**config.mk**
```make
export PLATFORM = sky130hd
export DESIGN_NAME = taglist_seq_sched
export DESIGN_NICKNAME = d
export VERILOG_FILES = /design/src/rtl/taglist_seq_sched.sv
export SDC_FILE = /design/constraint.sdc
export NUM_CORES = 1
export LEC_CHECK = 0
export ABC_CLOCK_PERIOD_IN_PS = 5050
export CAP_MARGIN = 10
export CELL_PAD_IN_SITES_DETAIL_PLACEMENT = 1
export CELL_PAD_IN_SITES_GLOBAL_PLACEMENT = 1
export CORE_MARGIN = 2
export CORE_UTILIZATION = 43
export CTS_CLUSTER_SIZE = 40
export DETAILED_ROUTE_END_ITERATION = 10
export GPL_TIMING_DRIVEN = 0
export PLACE_DENSITY_LB_ADDON = 0.1
export SLEW_MARGIN = 20
export SYNTH_ARGS = -nofsm -noshare
export SYNTH_HDL_FRONTEND = slang
export SYNTH_SLANG_ARGS = --single-unit
```
**constraint.sdc**
```tcl
create_clock -name clock_p -period 5.05 [get_ports clock_p]
set_input_delay 1.01 -clock clock_p [delete_from_list [all_inputs] [get_ports clock_p]]
set_output_delay 1.01 -clock clock_p [all_outputs]
set_load 0.1 [all_outputs]
```
**src/rtl/taglist_seq_sched.sv**
```systemverilog
// Taglist-driven ROM address scheduler: fetches one taglist entry at a time and
// loops its start..end address range until a button press or the auto-advance count.
module taglist_seq_sched #(
    parameter int RAM_LAT = 2,
    parameter int AW      = 10,
    parameter int IW      = 7
) (
    input  logic          clock_p,
    input  logic          reset,
    input  logic          pb_seq_up,
    input  logic          pb_seq_dn,
    input  logic          auto_en,
    input  logic [7:0]    loop_count,
    output logic [IW-1:0] ram_rdaddr,
    input  logic [31:0]   ram_q,
    output logic [AW-1:0] rom_addr,
    output logic          rom_valid,
    output logic [6:0]    seq_id,
    output logic          pass_start
);

    typedef enum logic [1:0] {S_IDLE, S_FETCH, S_LOAD, S_PLAY} state_t;
    typedef enum logic [1:0] {P_NONE, P_UP, P_DN} pend_t;

    localparam logic [1:0] LAT_LAST = 2'(RAM_LAT - 1);

    state_t        r_state,      w_state_next;
    pend_t         r_pend,       w_pend_next;
    logic [1:0]    r_fetch_cnt,  w_fetch_cnt_next;
    logic [IW-1:0] r_idx,        w_idx_next;
    logic [IW-1:0] r_last_idx,   w_last_idx_next;
    logic          r_last_flag,  w_last_flag_next;
    logic [7:0]    r_loop_cnt,   w_loop_cnt_next;
    logic [AW-1:0] r_start,      w_start_next;
    logic [AW-1:0] r_end,        w_end_next;
    logic [AW-1:0] r_rom_addr,   w_rom_addr_next;
    logic          r_rom_valid,  w_rom_valid_next;
    logic [6:0]    r_seq_id,     w_seq_id_next;
    logic          r_pass_start, w_pass_start_next;
    logic [IW-1:0] r_ram_rdaddr, w_ram_rdaddr_next;

    logic          w_up_only, w_dn_only, w_both;
    logic [IW-1:0] w_idx_up, w_idx_dn;
    logic          w_pass_end;
    logic [8:0]    w_loop_inc;
    logic          w_auto;
    logic          w_go_up, w_go_dn, w_advance;
    logic [IW-1:0] w_adv_idx;

    assign w_up_only  = pb_seq_up & ~pb_seq_dn;
    assign w_dn_only  = pb_seq_dn & ~pb_seq_up;
    assign w_both     = pb_seq_up & pb_seq_dn;
    assign w_idx_up   = r_last_flag ? '0 : r_idx + 1'b1;
    assign w_idx_dn   = (r_idx == '0) ? r_last_idx : r_idx - 1'b1;
    // A reversed range collapses to the single start address, so every cycle ends a pass.
    assign w_pass_end = (r_rom_addr == r_end) || (r_end < r_start);
    assign w_loop_inc = {1'b0, r_loop_cnt} + 9'd1;
    assign w_auto     = auto_en && (loop_count != 8'd0) && (w_loop_inc >= {1'b0, loop_count});

    always_comb begin
        w_state_next      = r_state;
        w_pend_next       = r_pend;
        w_fetch_cnt_next  = r_fetch_cnt;
        w_idx_next        = r_idx;
        w_last_idx_next   = r_last_idx;
        w_last_flag_next  = r_last_flag;
        w_loop_cnt_next   = r_loop_cnt;
        w_start_next      = r_start;
        w_end_next        = r_end;
        w_rom_addr_next   = r_rom_addr;
        w_rom_valid_next  = 1'b0;
        w_seq_id_next     = r_seq_id;
        w_pass_start_next = 1'b0;
        w_ram_rdaddr_next = r_ram_rdaddr;
        w_go_up           = 1'b0;
        w_go_dn           = 1'b0;
        w_advance         = 1'b0;
        w_adv_idx         = r_idx;

        // Outside playback, button pulses are parked in a 1-deep pending slot.
        if (r_state != S_PLAY) begin
            if (w_both)         w_pend_next = P_NONE;
            else if (w_up_only) w_pend_next = P_UP;
            else if (w_dn_only) w_pend_next = P_DN;
        end

        case (r_state)
            S_IDLE: begin
                w_state_next      = S_FETCH;
                w_ram_rdaddr_next = r_idx;
                w_fetch_cnt_next  = 2'd0;
            end
            S_FETCH: begin
                if (r_fetch_cnt == LAT_LAST) w_state_next = S_LOAD;
                else                         w_fetch_cnt_next = r_fetch_cnt + 2'd1;
            end
            S_LOAD: begin
                w_start_next      = ram_q[11 +: AW];
                w_end_next        = ram_q[1 +: AW];
                w_seq_id_next     = ram_q[27:21];
                w_last_flag_next  = ram_q[0];
                if (ram_q[0]) w_last_idx_next = r_idx;
                w_rom_addr_next   = ram_q[11 +: AW];
                w_loop_cnt_next   = 8'd0;
                w_rom_valid_next  = 1'b1;
                w_pass_start_next = 1'b1;
                w_state_next      = S_PLAY;
            end
            default: begin
                w_rom_valid_next = 1'b1;
                if (w_both) begin
                    w_pend_next = P_NONE;
                end else begin
                    w_go_up = w_up_only || (!pb_seq_dn && r_pend == P_UP);
                    w_go_dn = w_dn_only || (!pb_seq_up && r_pend == P_DN);
                end
                if (w_go_up || w_go_dn) begin
                    w_advance = 1'b1;
                    w_adv_idx = w_go_up ? w_idx_up : w_idx_dn;
                end else if (w_pass_end) begin
                    w_loop_cnt_next = (r_loop_cnt == 8'hFF) ? 8'hFF : r_loop_cnt + 8'd1;
                    if (w_auto) begin
                        w_advance = 1'b1;
                        w_adv_idx = w_idx_up;
                    end else begin
                        w_rom_addr_next   = r_start;
                        w_pass_start_next = 1'b1;
                    end
                end else begin
                    w_rom_addr_next = r_rom_addr + 1'b1;
                end
                if (w_advance) begin
                    w_state_next      = S_FETCH;
                    w_idx_next        = w_adv_idx;
                    w_ram_rdaddr_next = w_adv_idx;
                    w_fetch_cnt_next  = 2'd0;
                    w_rom_valid_next  = 1'b0;
                    w_pend_next       = P_NONE;
                end
            end
        endcase
    end

    always_ff @(posedge clock_p) begin
        if (reset) begin
            r_state      <= S_IDLE;
            r_pend       <= P_NONE;
            r_fetch_cnt  <= 2'd0;
            r_idx        <= '0;
            r_last_idx   <= '0;
            r_last_flag  <= 1'b0;
            r_loop_cnt   <= 8'd0;
            r_start      <= '0;
            r_end        <= '0;
            r_rom_addr   <= '0;
            r_rom_valid  <= 1'b0;
            r_seq_id     <= 7'd0;
            r_pass_start <= 1'b0;
            r_ram_rdaddr <= '0;
        end else begin
            r_state      <= w_state_next;
            r_pend       <= w_pend_next;
            r_fetch_cnt  <= w_fetch_cnt_next;
            r_idx        <= w_idx_next;
            r_last_idx   <= w_last_idx_next;
            r_last_flag  <= w_last_flag_next;
            r_loop_cnt   <= w_loop_cnt_next;
            r_start      <= w_start_next;
            r_end        <= w_end_next;
            r_rom_addr   <= w_rom_addr_next;
            r_rom_valid  <= w_rom_valid_next;
            r_seq_id     <= w_seq_id_next;
            r_pass_start <= w_pass_start_next;
            r_ram_rdaddr <= w_ram_rdaddr_next;
        end
    end

    assign ram_rdaddr = r_ram_rdaddr;
    assign rom_addr   = r_rom_addr;
    assign rom_valid  = r_rom_valid;
    assign seq_id     = r_seq_id;
    assign pass_start = r_pass_start;

endmodule
```
# == Word-level counts from Yosys, hierarchy flattened ==
# Cells that the tools add are included.
# Widths: inputs -> output; s select.
# totals
register_bits,75
out_inout_bits,26
word_cells,113
# classes
addsub,6
magnitude_cmp,2
eq_ne,12
muxes,43
n_bitwise,9
reduce_logical,27
# ops
operator,count
$mux 7,7
$mux 10,3
$mux 8,3
$mux 2,11
$pmux 10 s2,1
$pmux 8 s2,1
$pmux 7 s2,1
$mux 1,12
$pmux 2 s3,2
$add 10x1->10 const B,1
$eq 10x10->1,1
$lt 10x10->1,1
$add 8x1->9 const B,1
$ge 9x8->1,1
$reduce_and 3->1,3
$add 8x1->8 const B,1
$eq 8x8->1 const B,1
$reduce_and 2->1,4
$reduce_bool 8->1,1
$add 7x1->7 const B,1
$logic_not 7->1,1
$sub 7x1->7 const B,1
$eq 2x1->1 const B,3
$ne 2x2->1 const B,3
other kinds (16),34

# == Logic depth before layout (Yosys ltp) ==
# logic_depth
ltp_word,10
mapped_depth,14

# == Worst setup path before layout ==
# OpenSTA, ideal clock, no wires.
# synth_timing
path_type,input port to flip-flop
startpoint,input loop_count[2]
endpoint,register r_rom_addr[9] (netlist: rom_addr[9])
t_arrival_ns,2.862
required_ns,4.911
slack_ns,2.049
cell_stages,11
path_buffers,2
path_cell_list,inv_1 ha_1 a21o_1 a31oi_1 o21bai_1 a31oi_1 a21oi_2 buf_6 o21ai_2 clkbuf_1 a311oi_1
# synth_via
elab_chain_cells,5
# synth_rtl
element,line,source
"start, declared",13,"input logic [7:0] loop_count,"
"parallel branches: the longest is 2 deep, another holds $ge 9x8->1",--,
$logic_and 1x1->1 (*),58,"assign w_auto = auto_en && (loop_count != 8'd0) && (w_loop_inc >= {1'b0, loop_count});"
$ne 3x2->1 (no line) (*),--,
$reduce_and 3->1 (no line) (*),--,
"end signal, assigned",170,r_rom_addr <= w_rom_addr_next;
"end, declared",36,"logic [AW-1:0] r_rom_addr, w_rom_addr_next;"
# Every way passes the cells marked *.
# A chain may end at the register's enable or synchronous reset.

# == Final worst setup path ==
# layout_timing
startpoint,input loop_count[2]
endpoint,register r_rom_addr[5] (netlist: rom_addr[5])
# Same word-level chain as after synthesis.

==> results.yml <==
status:
  run_status: "complete, no violations"
pwr:
  pwr-share-seq: 0.264
  swShare: 0.4993
  p_int_w: 0.001564
  p_leak_nw: 2.064
  p_clk_frac: 0.158
  p_sw_w: 0.001560
  peakVddDrop_mv: 0.3599
  power_frac_comb: 0.578
  p_per_area_nw_per_um2: 562.7
sta:
  tightest_slew_ns: 0.9964
  finalSetupTns_ns: 0
  max_freq_ghz: 0.2608
  fin_crit_sh: 0.7592
  postLayoutSetupSlackWorst_ns: 1.216
  relSlewSlack: 0.3336
  fin_crit_ns: 3.834
  hold_violations: 0
  hold_slack_ns: 0.4633
  rsz0062_at_grt: "no"
  finClkSkew_ns: 0.01981
  drv_slew: 0
  final-setup-viol-count: 0
clocking:
  cts.clk_slew.worst_paths_ns: 0.10
  cts_resized: 0
  cts_hold_buf: 0
  cts_buffers: 9
  clockRootBuffer: "clkbuf_8"
  clockBufferDepth: 2
  post_cts_buffers: 0
  cts_tree: "done"
  cts.sinks: 75
  htree_levels: 3
  clk_latency_ns: 0.37
placement:
  dp_hpwl_mm: 10.36
  gp_congestion: 0.7932
  port_buffers: 64
  place_ws_ns: 0.8218
  placed_cells: 755
setup_path:
  path_class: "in2reg"
  r2r_slack_ns: 1.29
  end_kind: "flop"
  setup.worst_path.start_class: "input pin"
  cp.arrival_ns: 4.06
  required_ns: 5.27
  critPathMaxFanout: 10
final_layout:
  antennaDiodeCount: 0
  area_growth_syn_to_layout_pct: 22.33
  drive_gt1_frac: 0.05984
  layout.nets: 703
  final_cells: 771
run:
  drv_cap: 0
floorplan:
  core.rowCount: 37
  die_y_um: 106.7
  fp.dieW_um: 106.7
  io_pins: 71
  start_util: 0.4416
  die-area_um2: 11390
  core_um2: 10280
drt:
  drt_iter0_markers: 178
  wire_per_inst_um: 18.04
  drc: 0
  avgViaCountPerCell: 5.617
  drtPass1Iterations: 4
  ant_nets: 0
  drt-total-wl_mm: 13.91
  vias: 4331
synthesis:
  ys_ff_latch: 75
  synth.most_common_cell: "dfxtp_1"
  synth.top_cell.area_share: 0.3309
  syn_nets: 628
  synth_edf_count: 0
  yosys-top-cells-count: "75 x dfxtp_1, 70 x nor2_1, 48 x a21oi_1"
  syn_area_um2: 4538
  synthCells: 555
  synth_area_per_cell_um2: 8.177
  synth_cell_types: 64
  synth_top_flop_cell: "dfxtp_1"
  synth_top_area_cell: "dfxtp_1"
  synth_area_leaders: "dfxtp_1 33%, ha_1 7.7%, nor2_1 5.8%"
  yosysSeqAreaShare: 0.3309
  synthArstFlopShare: 0
  yosysWarnings: 0
global_routing:
  antenna_found_initial: 0
  grt_pass1_vias: 4483
  grt_pass1_wl_mm: 22.20
  grt_remaining_overflow: 0
  track_usage: 0.2486
  grt_start_max_net_pins: 14
min_path:
  worstHoldPathType: "reg2reg"
-- worst paths after layout --
path,start,to,cells past startpoint
worst max-delay path,loop_count[2],rom_addr[5],12
worst min-delay path,r_last_idx[0],r_last_idx[0],2
worst max register to register,r_loop_cnt[0],rom_addr[5],14
worst min register to register,r_last_idx[0],r_last_idx[0],2
-- cell usage in the layout, fill, tap and decap left out, types with 5 or more instances in the layout --
| cell | count |
|---|---|
| nor4_1 | 5 |
| clkbuf_1 | 23 |
| o21ai_0 | 17 |
| xnor2_1 | 12 |
| a21oi_1 | 48 |
| inv_1 | 30 |
| dfxtp_1 | 75 |
| nor3_1 | 6 |
| a22o_1 | 5 |
| a31oi_1 | 6 |
| a211oi_1 | 7 |
| clkdlybuf4s50_1 | 64 |
| a311oi_1 | 9 |
| nand3_1 | 15 |
| xor2_1 | 19 |
| nor2_1 | 70 |
| nand2_1 | 44 |
| or3_1 | 7 |
| a211o_1 | 11 |
| mux2i_1 | 24 |
| nand2b_1 | 17 |
| clkbuf_8 | 10 |
| ha_1 | 28 |
-- cell families after synthesis --
logic type      count (synthesis)  share of synthesized area
simple gates                  188                     0.1963
compound gates                143                     0.2178
flops                          75                     0.3309
buf+inv                        65                    0.06259
xor+xnor                       31                    0.05983
fa+ha+maj                      28                    0.07720
mux                            25                    0.05542
-- critical path, stage by stage --
cell	delay [ns]
clkdlybuf4s50_1	0.49
inv_1	0.05
ha_1	0.30
a21o_1	0.16
a31oi_1	0.18
o21bai_1	0.10
a31oi_1	0.38
a21oi_2	0.08
buf_6	0.17
o21ai_2	0.43
clkbuf_1	0.50
a311oi_1	0.19
-- power by group through the flow --
stage | combinational (W) | sequential (W) | clock (W)
6_report | 0.00180 | 0.000826 | 0.000494
5_1_grt | 0.00195 | 0.000842 | 0.000526
4_1_cts | 0.00181 | 0.000825 | 0.000502
3_5_place_dp | 0.00180 | 0.000839 | 0
3_3_place_gp | 0.00175 | 0.000830 | 0
2_1_floorplan | 0.000925 | 0.00125 | 0
-- metal layers --
metal  up-vias  global-route usage  wire (um)
met5         -                   0          0
met4         0             0.08627        292
met3        22             0.04863        549
met2        85              0.4368       6945
met1      2118              0.3025       6120
li1       2106                   -          -
-- layout make-up --
type	count	area, um^2
Clock buffer	11	141.4
Timing Repair Buffer	64	640.6
Inverter	30	112.6
Tap cell	136	170.2
Fill cell	1270	4726
Sequential cell	75	1501
Clock inverter	5	61.31
Multi-Input combinational cell	415	2753
Buffer	35	171.4
-- registers in the layout (all words and copies together), names as in the netlist, 2 cells and up --
| register | count |
|---|---|
| r_end | 10 |
| r_fetch_cnt | 2 |
| r_idx | 7 |
| r_last_idx | 7 |
| r_loop_cnt | 8 |
| r_pend | 2 |
| r_start | 10 |
| r_state | 2 |
| ram_rdaddr | 7 |
| rom_addr | 10 |
| seq_id | 7 |
-- per-stage QoR --
stage / total power, W / util / instance area (um^2)
3_5_place_dp: 0.002638 / 0.5205 / 5349
2_1_floorplan: 0.002173 / - / 4538
5_1_grt: 0.003314 / 0.5402 / 5552
6_report: 0.003124 / 0.5402 / 5552
3_3_place_gp: 0.002578 / 0.5205 / 5349
4_1_cts: 0.003137 / 0.5402 / 5552
(Power assumes the default switching activity.)
